File: config.mk
export PLATFORM = sky130hd
export DESIGN_NAME = prog_fsm_4s2i1o_ctrl_flat
export DESIGN_NICKNAME = d
export VERILOG_FILES = /design/src/rtl/prog_fsm_4s2i1o_ctrl_if.sv /design/src/rtl/prog_fsm_4s2i1o_ctrl.sv /design/src/flat_wrapper.sv
export SDC_FILE = /design/constraint.sdc
export NUM_CORES = 1
export LEC_CHECK = 0
export CAP_MARGIN = 20
export CELL_PAD_IN_SITES_DETAIL_PLACEMENT = 1
export CELL_PAD_IN_SITES_GLOBAL_PLACEMENT = 1
export CORE_MARGIN = 3
export CORE_UTILIZATION = 45
export CTS_CLUSTER_DIAMETER = 30
export CTS_CLUSTER_SIZE = 10
export DETAILED_ROUTE_END_ITERATION = 6
export HOLD_SLACK_MARGIN = 0.1
export PLACE_DENSITY = 0.84
export SKIP_CTS_REPAIR_TIMING = 1
export SLEW_MARGIN = 20
export SYNTH_ARGS = -nofsm -noshare
export SYNTH_HDL_FRONTEND = slang
export SYNTH_SLANG_ARGS = --single-unit
File: constraint.sdc
create_clock -name clk -period 4.7 [get_ports clk]
set_input_delay 1.41 -clock clk [delete_from_list [all_inputs] [get_ports clk]]
set_output_delay 1.41 -clock clk [all_outputs]
set_load 0.05 [all_outputs]
File: src/rtl/prog_fsm_4s2i1o_ctrl_if.sv
// Configuration, symbol-handshake and status bundle for the programmable
// 4-state, 2-bit-input, 1-output FSM controller.
interface prog_fsm_4s2i1o_ctrl_if;
  logic       cfg_en;
  logic [3:0] cfg_addr;
  logic [1:0] cfg_next;
  logic       cfg_out_en;
  logic [1:0] cfg_out_addr;
  logic       cfg_out_val;
  logic       in_valid;
  logic [1:0] in_;
  logic       in_ready;
  logic [1:0] state;
  logic       out;
  logic [7:0] count;

  modport master (
    output cfg_en, cfg_addr, cfg_next, cfg_out_en, cfg_out_addr, cfg_out_val,
    output in_valid, in_,
    input  in_ready, state, out, count
  );

  modport slave (
    input  cfg_en, cfg_addr, cfg_next, cfg_out_en, cfg_out_addr, cfg_out_val,
    input  in_valid, in_,
    output in_ready, state, out, count
  );
endinterface

File: src/rtl/prog_fsm_4s2i1o_ctrl.sv
// Programmable Moore FSM: RAM-style next-state and output tables, a
// registered state and a saturating count of accepted input symbols.
module prog_fsm_4s2i1o_ctrl (
  input  logic                      clk,
  input  logic                      reset,
  prog_fsm_4s2i1o_ctrl_if.slave     bus
);

  typedef enum logic [1:0] {S0 = 2'd0, S1 = 2'd1, S2 = 2'd2, S3 = 2'd3} state_t;

  // Default next-state entry for {s, i} is i: every state jumps to the symbol.
  localparam logic [15:0][1:0] NS_RESET  = {4{8'hE4}};
  localparam logic [3:0]       OUT_RESET = 4'b1000;

  logic [15:0][1:0] ns_tbl_q, ns_tbl_d;
  logic [3:0]       out_tbl_q, out_tbl_d;
  state_t           state_q, state_d;
  logic [7:0]       count_q, count_d;
  logic             accept;

  function automatic logic [7:0] sat_inc(input logic [7:0] c);
    return (c == 8'hFF) ? c : c + 8'd1;
  endfunction

  assign accept = bus.in_valid && !bus.cfg_en;

  always_comb begin
    ns_tbl_d  = ns_tbl_q;
    out_tbl_d = out_tbl_q;
    state_d   = state_q;
    count_d   = count_q;
    if (bus.cfg_en) begin
      ns_tbl_d[bus.cfg_addr] = bus.cfg_next;
    end
    if (bus.cfg_out_en) begin
      out_tbl_d[bus.cfg_out_addr] = bus.cfg_out_val;
    end
    if (accept) begin
      state_d = state_t'(ns_tbl_q[{state_q, bus.in_}]);
      count_d = sat_inc(count_q);
    end
  end

  always_ff @(posedge clk) begin
    if (reset) begin
      ns_tbl_q  <= NS_RESET;
      out_tbl_q <= OUT_RESET;
      state_q   <= S0;
      count_q   <= 8'd0;
    end else begin
      ns_tbl_q  <= ns_tbl_d;
      out_tbl_q <= out_tbl_d;
      state_q   <= state_d;
      count_q   <= count_d;
    end
  end

  assign bus.in_ready = ~bus.cfg_en;
  assign bus.state    = state_q;
  assign bus.out      = out_tbl_q[state_q];
  assign bus.count    = count_q;

endmodule

File: src/flat_wrapper.sv
// flat-port wrapper written by rule: the top's interface ports become plain ports
module prog_fsm_4s2i1o_ctrl_flat 
  (clk, reset, bus_cfg_en, bus_cfg_addr, bus_cfg_next, bus_cfg_out_en, bus_cfg_out_addr, bus_cfg_out_val, bus_in_valid, bus_in_, bus_in_ready, bus_state, bus_out, bus_count);
  prog_fsm_4s2i1o_ctrl_if bus_i ();
  input  logic clk;
  input  logic reset;
  input wire logic [$bits(bus_i.cfg_en)-1:0] bus_cfg_en;
  input wire logic [$bits(bus_i.cfg_addr)-1:0] bus_cfg_addr;
  input wire logic [$bits(bus_i.cfg_next)-1:0] bus_cfg_next;
  input wire logic [$bits(bus_i.cfg_out_en)-1:0] bus_cfg_out_en;
  input wire logic [$bits(bus_i.cfg_out_addr)-1:0] bus_cfg_out_addr;
  input wire logic [$bits(bus_i.cfg_out_val)-1:0] bus_cfg_out_val;
  input wire logic [$bits(bus_i.in_valid)-1:0] bus_in_valid;
  input wire logic [$bits(bus_i.in_)-1:0] bus_in_;
  output wire logic [$bits(bus_i.in_ready)-1:0] bus_in_ready;
  output wire logic [$bits(bus_i.state)-1:0] bus_state;
  output wire logic [$bits(bus_i.out)-1:0] bus_out;
  output wire logic [$bits(bus_i.count)-1:0] bus_count;
  assign bus_i.cfg_en = bus_cfg_en;
  assign bus_i.cfg_addr = bus_cfg_addr;
  assign bus_i.cfg_next = bus_cfg_next;
  assign bus_i.cfg_out_en = bus_cfg_out_en;
  assign bus_i.cfg_out_addr = bus_cfg_out_addr;
  assign bus_i.cfg_out_val = bus_cfg_out_val;
  assign bus_i.in_valid = bus_in_valid;
  assign bus_i.in_ = bus_in_;
  assign bus_in_ready = bus_i.in_ready;
  assign bus_state = bus_i.state;
  assign bus_out = bus_i.out;
  assign bus_count = bus_i.count;
  prog_fsm_4s2i1o_ctrl u_core (.clk(clk), .reset(reset), .bus(bus_i));
endmodule
; Word level (Yosys, flattened, before mapping)
; Cells that the tools add are included.
[word_totals]
reg_bits = 46
input_bits = 16
out_inout_bits = 12
wordCells = 44
[classes]
add_sub_neg = 1
order_cmp = 6
eq_ne = 1
n_mux = 10
bitwise_logic = 2
n_reduce_logical = 5
[ops]
columns = operator, n
row1 = bitwise mux 32 bit, 1
row2 = "less-than comparator 4 x 5 -> 1 bit, second input constant", 2
row3 = "adder 8 x 1 -> 8 bit, second input constant", 1
row4 = binary-select mux 2 bit (select 4 bit), 1
row5 = demux 2 bit (select 4 bit), 1
row6 = "== test 8 bit, second input constant", 1
row7 = "less-than comparator 2 x 3 -> 1 bit, second input constant", 2
row8 = bitwise mux 4 bit, 1
row9 = ">= comparator 4 x 1 -> 1 bit, second input constant", 1
row10 = 2-to-1 mux 2 bit, 2
row11 = logical AND 1 bit, 3
row12 = binary-select mux 1 bit (select 2 bit), 1
row13 = demux 1 bit (select 2 bit), 1
row14 = ">= comparator 2 x 1 -> 1 bit, second input constant", 1
row15 = 2-to-1 mux 1 bit, 2
row16 = NOT 1 bit, 2
row17 = AND reduction 2 bit, 1
row18 = zero test 1 bit, 1

; Logic depth before layout (Yosys ltp)
; Gate-level depths: netlist (run 1).
[depth]
depth_word = 5
ltp_mapped = 5
depth_no_buf = 5

; Worst setup path before layout (run 1)
; Ideal clock, no wire load.
[synth_path]
kind = in2out
from = in bus_cfg_en
to = out bus_in_ready
arrival_ps = 1850
required_ps = 3290
path_slack_ps = 1440
path_stages = 2
path_buffers = 1
path_cell_list = clkbuf_2 > inv_1
[synth_between]
elab_chain_cells = 1
[synth_rtl]
columns = item, line
row1 = "start, declared", flat_wrapper.sv:7  ; input wire logic [$bits(bus_i.cfg_en)-1:0] bus_cfg_en;
row2 = NOT 1 bit, prog_fsm_4s2i1o_ctrl.sv:58  ; assign bus.in_ready = ~bus.cfg_en;
row3 = "end, declared", flat_wrapper.sv:15  ; output wire logic [$bits(bus_i.in_ready)-1:0] bus_in_ready;
; No other way between the ends.

; Final worst setup path (run 1)
; Same ends and word-level chain as after synthesis.

==> results of run 1 <==
==> synthesized netlist by cell type, types with 2 or more instances <==
master | instances | area share [%]
clkbuf_1 | 11 | 1.8
inv_1 | 3 | 0.50
xor2_1 | 3 | 1.2
o21ai_0 | 19 | 4.3
o211ai_1 | 3 | 1.0
nor2b_1 | 3 | 0.84
nand3_1 | 7 | 1.6
nand2_1 | 28 | 4.7
nand4_1 | 2 | 0.56
nand2b_1 | 10 | 2.8
mux4_1 | 7 | 8.2
and3_1 | 2 | 0.56
mux2i_1 | 21 | 9.4
nor2_1 | 29 | 4.9
a21oi_1 | 10 | 2.2
nand3b_1 | 17 | 5.7
mux2_2 | 2 | 1.0
dfxtp_1 | 46 | 41
==> layer usage <==
metal  routed length [um]  up-vias  global-route usage, %
li1                     -      903                      -
met2                 2830       43                   36.3
met3                  254       10                   4.96
met1                 2520      919                   24.3
met5                    0        -                      0
met4                  102        0                   7.07
==> cell type report <==
cell class              count  area share (%)
clock inverters             3            2.58
well taps                  65            3.05
repair buffers             28            10.4
inverters                   3           0.422
multi-input cells         178            46.4
flip-flops and latches     46            34.5
clock buffers               5            2.58
==> logic make-up (layout without fill, tap and decap cells) <==
kind of cell | Yosys count | after routing | share of synthesized area [%]
buffers and inverters | 17 | 39 | 3.25
adder cells (fa/ha/maj) | 1 | 1 | 0.560
flip-flops | 46 | 46 | 41.3
AND/OR/NAND/NOR | 104 | 104 | 23.9
multiplexers | 31 | 31 | 19.7
AO/OA/AOI/OAI | 39 | 39 | 10.2
XOR/XNOR | 3 | 3 | 1.18
==> registers in the layout (all words and copies together) (netlist names) <==
signal / flops
u_core.bus.count: 8
u_core.bus.state: 2
u_core.ns_tbl_q: 32
u_core.out_tbl_q: 4
==> worst min-delay path: stages (launching register included) <==
cell and delay, ps:
dfxtp_1 320, nand2_1 50, a21oi_1 60
==> power by group <==
group	internal [W]	leakage, nW	total (W)	switching (W)
registers	0.000398	0.373	0.000406	0.00000797
clock network	0.000213	0.0683	0.000358	0.000145
logic	0.0000416	0.565	0.0000954	0.0000538
==> metrics by stage <==
stage / setup slack (ps) / instances / area (um2)
finish: 455 / 328 / 2670
global route: 376 / 328 / 2670
CTS: 444 / 328 / 2670
detailed placement: 444 / 320 / 2530
global placement: 501 / 320 / 2530
floorplan: 1440 / 241 / 2230
==> final timing paths <==
kind | slack [ps] | startpoint | to | cells past startpoint
max | 460 | bus_cfg_en | bus_in_ready | 3
max reg2reg | 2960 | u_core.bus.count[0] | u_core.bus.count[1] | 5
min reg2reg | 480 | u_core.ns_tbl_q[1] | u_core.ns_tbl_q[1] | 2
min | 480 | u_core.ns_tbl_q[1] | u_core.ns_tbl_q[1] | 2
==> flow_summary.toml, run 1 <==
[floorplan]
die_height_um = 76.4
die_outline_area_mm2 = 0.00584
floorplan.initialDensity_pct = 48.9
floorplan.core_area_mm2 = 0.00456
io_pins = 28
placement_rows = 24
fp.dieW_um = 76.4

[worst_setup_path]
timing.critical_path.mode_cell = "clkdlybuf4s50_1"
crit_path_max_incr_delay_ps = 800
critPathKind = "primary input to output port"
critical_path_slowest_stage_cell = "clkdlybuf4s50_1"
critPathArrivalTime_ps = 2830
worst_ep_required_time_ps = 3290
critPathBufInv = 3
worstSetupStartpointType = "primary input"
cp_top_family = "buffers and inverters"
worstPathCellList = "clkdlybuf4s50_1 -> inv_1 -> clkdlybuf4s50_1"
path_max_fanout = 7
end_kind = "output port"

[finish]
final_net_count = 279
mostFrequentLayoutCell = "dfxtp_1"
post_route_cells_drive_above_1_share_pct = 5.70
num_antenna_cells = 0
area_of_the_multi_input_gates_mm2 = 0.00124
final.fill_count = 547
footprint_of_the_flip_flops_and_latches_um2 = 921
share_of_the_core_filled_with_cells_in_the_final_layout_pct = 58.4
area.growth.synth_to_final_pct = 19.5
layout_common_cells = "dfxtp_1 (46), nor2_1 (29), nand2_1 (28), clkdlybuf4s50_1 (27), mux2i_1 (21)"

[synthesis]
yosysUniqueCellTypes = 36
synth_nets = 258
synth_enable_flop_cells = 0
synthesis.area_per_instance_um2 = 9.26
synth-seq-area-share_pct = 41.3
most_used_flip_flop_cell_after_synthesis = "dfxtp_1"
yosys_warnings = 0
netlist_area_before_placement_mm2 = 0.00223
syn_inst = 241
synth_async_sr_flop_share_pct = 0
ys_ff_latch = 46

[power]
power_density_relative_to_cell_area_mw_per_mm2 = 322
ir_worst_vdd_mv = 0.209
leakage_nw = 1.01
totalPowerFinal_w = 0.000859

[cts]
cts_buffers = 5
clock_pin_slew_of_the_registers_on_the_worst_case_setup_and_hold_paths_ps = 90
cts-root-buf = "clkbuf_8"
clock_insertion_delay_worst_skew_ps = 310
cts_num_sinks = 46
cts.path.max_buffers = 2
cts_tree = "yes"
cts_htree_levels = 2

[routing]
wl_mm = 5.71
vias = 1875
route.detailed.wl_per_inst_um = 17.4
drc = 0
viasPerCell = 5.72
drtIter0Drc = 101
drt_first_pass_iters = 4
drt.antenna.violating_nets = 0

[timing]
fmax_mhz = 236
grt_setup_unrepaired = "false"
worst-slew-pin-transition_ps = 752
setup_viol = 0
maxSlewViolCount = 0
fin_hold_ws_ps = 475
skew_ps = 6.61
fin_crit_sh_pct = 90.3
period_minus_slack_ps = 4240
setup_tns_ps = 0
timing.slew.headroom_pct = 49.7
finalHoldViolCount = 0

[placement]
finalWeightedCongestion = 0.759
post-dp-hpwl_mm = 4.11
port_buffers = 27

[grt]
grt_pass1_wl_mm = 9.74
grt_start_max_net_pins = 27
grt_antenna_before_repair = 0
total_routing_usage_gr_pct = 20.6
via_count_of_the_first_global_routing_pass = 1962
globalRouteOverflowTotal = 0

[run]
max-cap-violations = 0

[outcome]
run_status = "completed"

[worst_hold_path]
hold_class = "flip-flop to flip-flop"
(Power assumes the default switching activity.)
==> run 2, diff against run 1 <==
- SETUP_SLACK_MARGIN: default -> 0.15
==> results of run 2 <==
The final DEF is identical to that of run 1; final timing and power are the same.
==> run 3, diff against run 2 <==
--- a/config.mk
+++ b/config.mk
@@ -6,4 +6,5 @@
 export NUM_CORES = 1
 export LEC_CHECK = 0
+export ABC_CLOCK_PERIOD_IN_PS = 4700
 export CAP_MARGIN = 20
 export CELL_PAD_IN_SITES_DETAIL_PLACEMENT = 1
==> constraint.sdc (replaced) <==
create_clock -name clk -period 4.7 [get_ports clk]
set_input_delay 0.47 -clock clk [delete_from_list [all_inputs] [get_ports clk]]
set_output_delay 0.47 -clock clk [all_outputs]
set_load 0.05 [all_outputs]
==> flow_summary.toml, run 3 (synthesized netlist as in run 1, its figures left out) <==
[cts]
cts_num_sinks = 46
cts_tree = "yes"
cts.path.max_buffers = 2
clock_insertion_delay_worst_skew_ps = 300
cts_htree_levels = 2
cts-root-buf = "clkbuf_8"
clock_pin_slew_of_the_registers_on_the_worst_case_setup_and_hold_paths_ps = 80
cts_buffers = 5

[power]
ir_worst_vdd_mv = 0.154
leakage_nw = 0.985
power_density_relative_to_cell_area_mw_per_mm2 = 286
totalPowerFinal_w = 0.000751

[worst_setup_path]
critPathKind = "flip-flop to output port"
end_kind = "output port"
reg2reg_slack_ps = 2960
path_max_fanout = 8
timing.rr.end = "u_core.bus.count[1]"
worstSetupStartpointType = "flip-flop"
worst_ep_required_time_ps = 4230
critPathArrivalTime_ps = 2050
worstRegToRegCells = 5
reg2reg_from = "u_core.bus.count[0]"

[run]
max-cap-violations = 0

[grt]
grt_pass1_wl_mm = 9.44
grt_antenna_before_repair = 0
grt_start_max_net_pins = 48
total_routing_usage_gr_pct = 20.1
via_count_of_the_first_global_routing_pass = 1890
globalRouteOverflowTotal = 0

[finish]
footprint_of_the_flip_flops_and_latches_um2 = 921
area.growth.synth_to_final_pct = 17.6
largest_register_ffs = 32
layout_common_cells = "dfxtp_1 (46), nor2_1 (29), nand2_1 (28), clkdlybuf4s50_1 (27), mux2i_1 (21)"
fin_area_mm2 = 0.00263
post_route_cells_drive_above_1_share_pct = 5.70
area_of_the_multi_input_gates_mm2 = 0.00124
largest-register = "u_core.ns_tbl_q"
share_of_the_core_filled_with_cells_in_the_final_layout_pct = 57.5
mostFrequentLayoutCell = "dfxtp_1"
final_net_count = 279
final.fill_count = 563
num_antenna_cells = 0

[worst_hold_path]
hold_class = "flip-flop to flip-flop"
holdPathEnd = "u_core.out_tbl_q[3]"
hold_path.startpoint = "u_core.out_tbl_q[3]"
hold_depth = 2

[placement]
finalWeightedCongestion = 0.766
port_buffers = 27
post-dp-hpwl_mm = 3.88
placement.setup.worst_slack_ps = 2210
post_dp_cell_area_mm2 = 0.00253

[routing]
drtIter0Drc = 69
dr_wl_met2_mm = 2.73
highest-signal-layer = "met4"
route.detailed.wl_per_inst_um = 16.7
wl_mm = 5.47
vias = 1840
drt.antenna.violating_nets = 0
detail_route.wirelength.met1_mm = 2.54
met3RoutedLength_um = 140
drt_first_pass_iters = 4
viasPerCell = 5.61
drc = 0

[timing]
worst-slew-pin-transition_ps = 712
fin_crit_sh_pct = 53.6
fmax_mhz = 397
period_minus_slack_ps = 2520
setup_viol = 0
skew_ps = 4.91
setup_tns_ps = 0
maxSlewViolCount = 0
setup_ws_final_ps = 2180
grt_setup_unrepaired = "false"
timing.slew.headroom_pct = 52.4
finalHoldViolCount = 0

[floorplan]
floorplan.initialDensity_pct = 48.9
io_pins = 28
die_height_um = 76.4
floorplan.core_area_mm2 = 0.00456
placement_rows = 24
fp.dieW_um = 76.4
die_outline_area_mm2 = 0.00584

[outcome]
run_status = "completed"
[run 3: stage by stage]
| stage | std cells | hold slack, ps |
|---|---|---|
| 2_1_floorplan | 241 | 432 |
| 3_3_place_gp | 320 | 460 |
| 3_5_place_dp | 320 | 467 |
| 4_1_cts | 328 | 487 |
| 5_1_grt | 328 | 521 |
| 6_report | 328 | 480 |
[run 3: metal layers]
metal | global-route usage, % | vias up
met4 | 7.43 | 0
li1 | - | 900
met2 | 34.5 | 28
met3 | 4.26 | 4
met5 | 0 | -
met1 | 24.8 | 908
[run 3: worst max-delay path by stage]
stage                              startpoint             endpoint  slack [ps]  cells past startpoint
final                     u_core.bus.state[0]              bus_out        2180                      2
after global routing      u_core.bus.state[0]              bus_out        2120                      2
after CTS                 u_core.bus.state[0]              bus_out        2170                      2
after detailed placement           bus_in_[0]  u_core.bus.state[0]        2210                      5
after global placement             bus_in_[0]  u_core.bus.state[0]        2280                      5
after floorplan           u_core.bus.state[0]              bus_out        2650                      2
[run 3: report_power, final]
| part | internal, W | switching, W |
|---|---|---|
| clock | 0.000118 | 0.000133 |
| sequential | 0.000398 | 0.00000781 |
| combinational | 0.0000416 | 0.0000532 |
[run 3: area by class of cell]
class / count / area share, %
multi-input combinational: 178 / 47.2
sequential: 46 / 35.1
timing repair buffer: 28 / 10.6
clock buffer: 6 / 3.15
tap: 65 / 3.10
clock inverter: 2 / 0.477
inverter: 3 / 0.429
[run 3: critical path: stages, from the launching register on]
cell and delay, ps:
dfxtp_1 510, mux4_2 530, clkdlybuf4s50_1 710
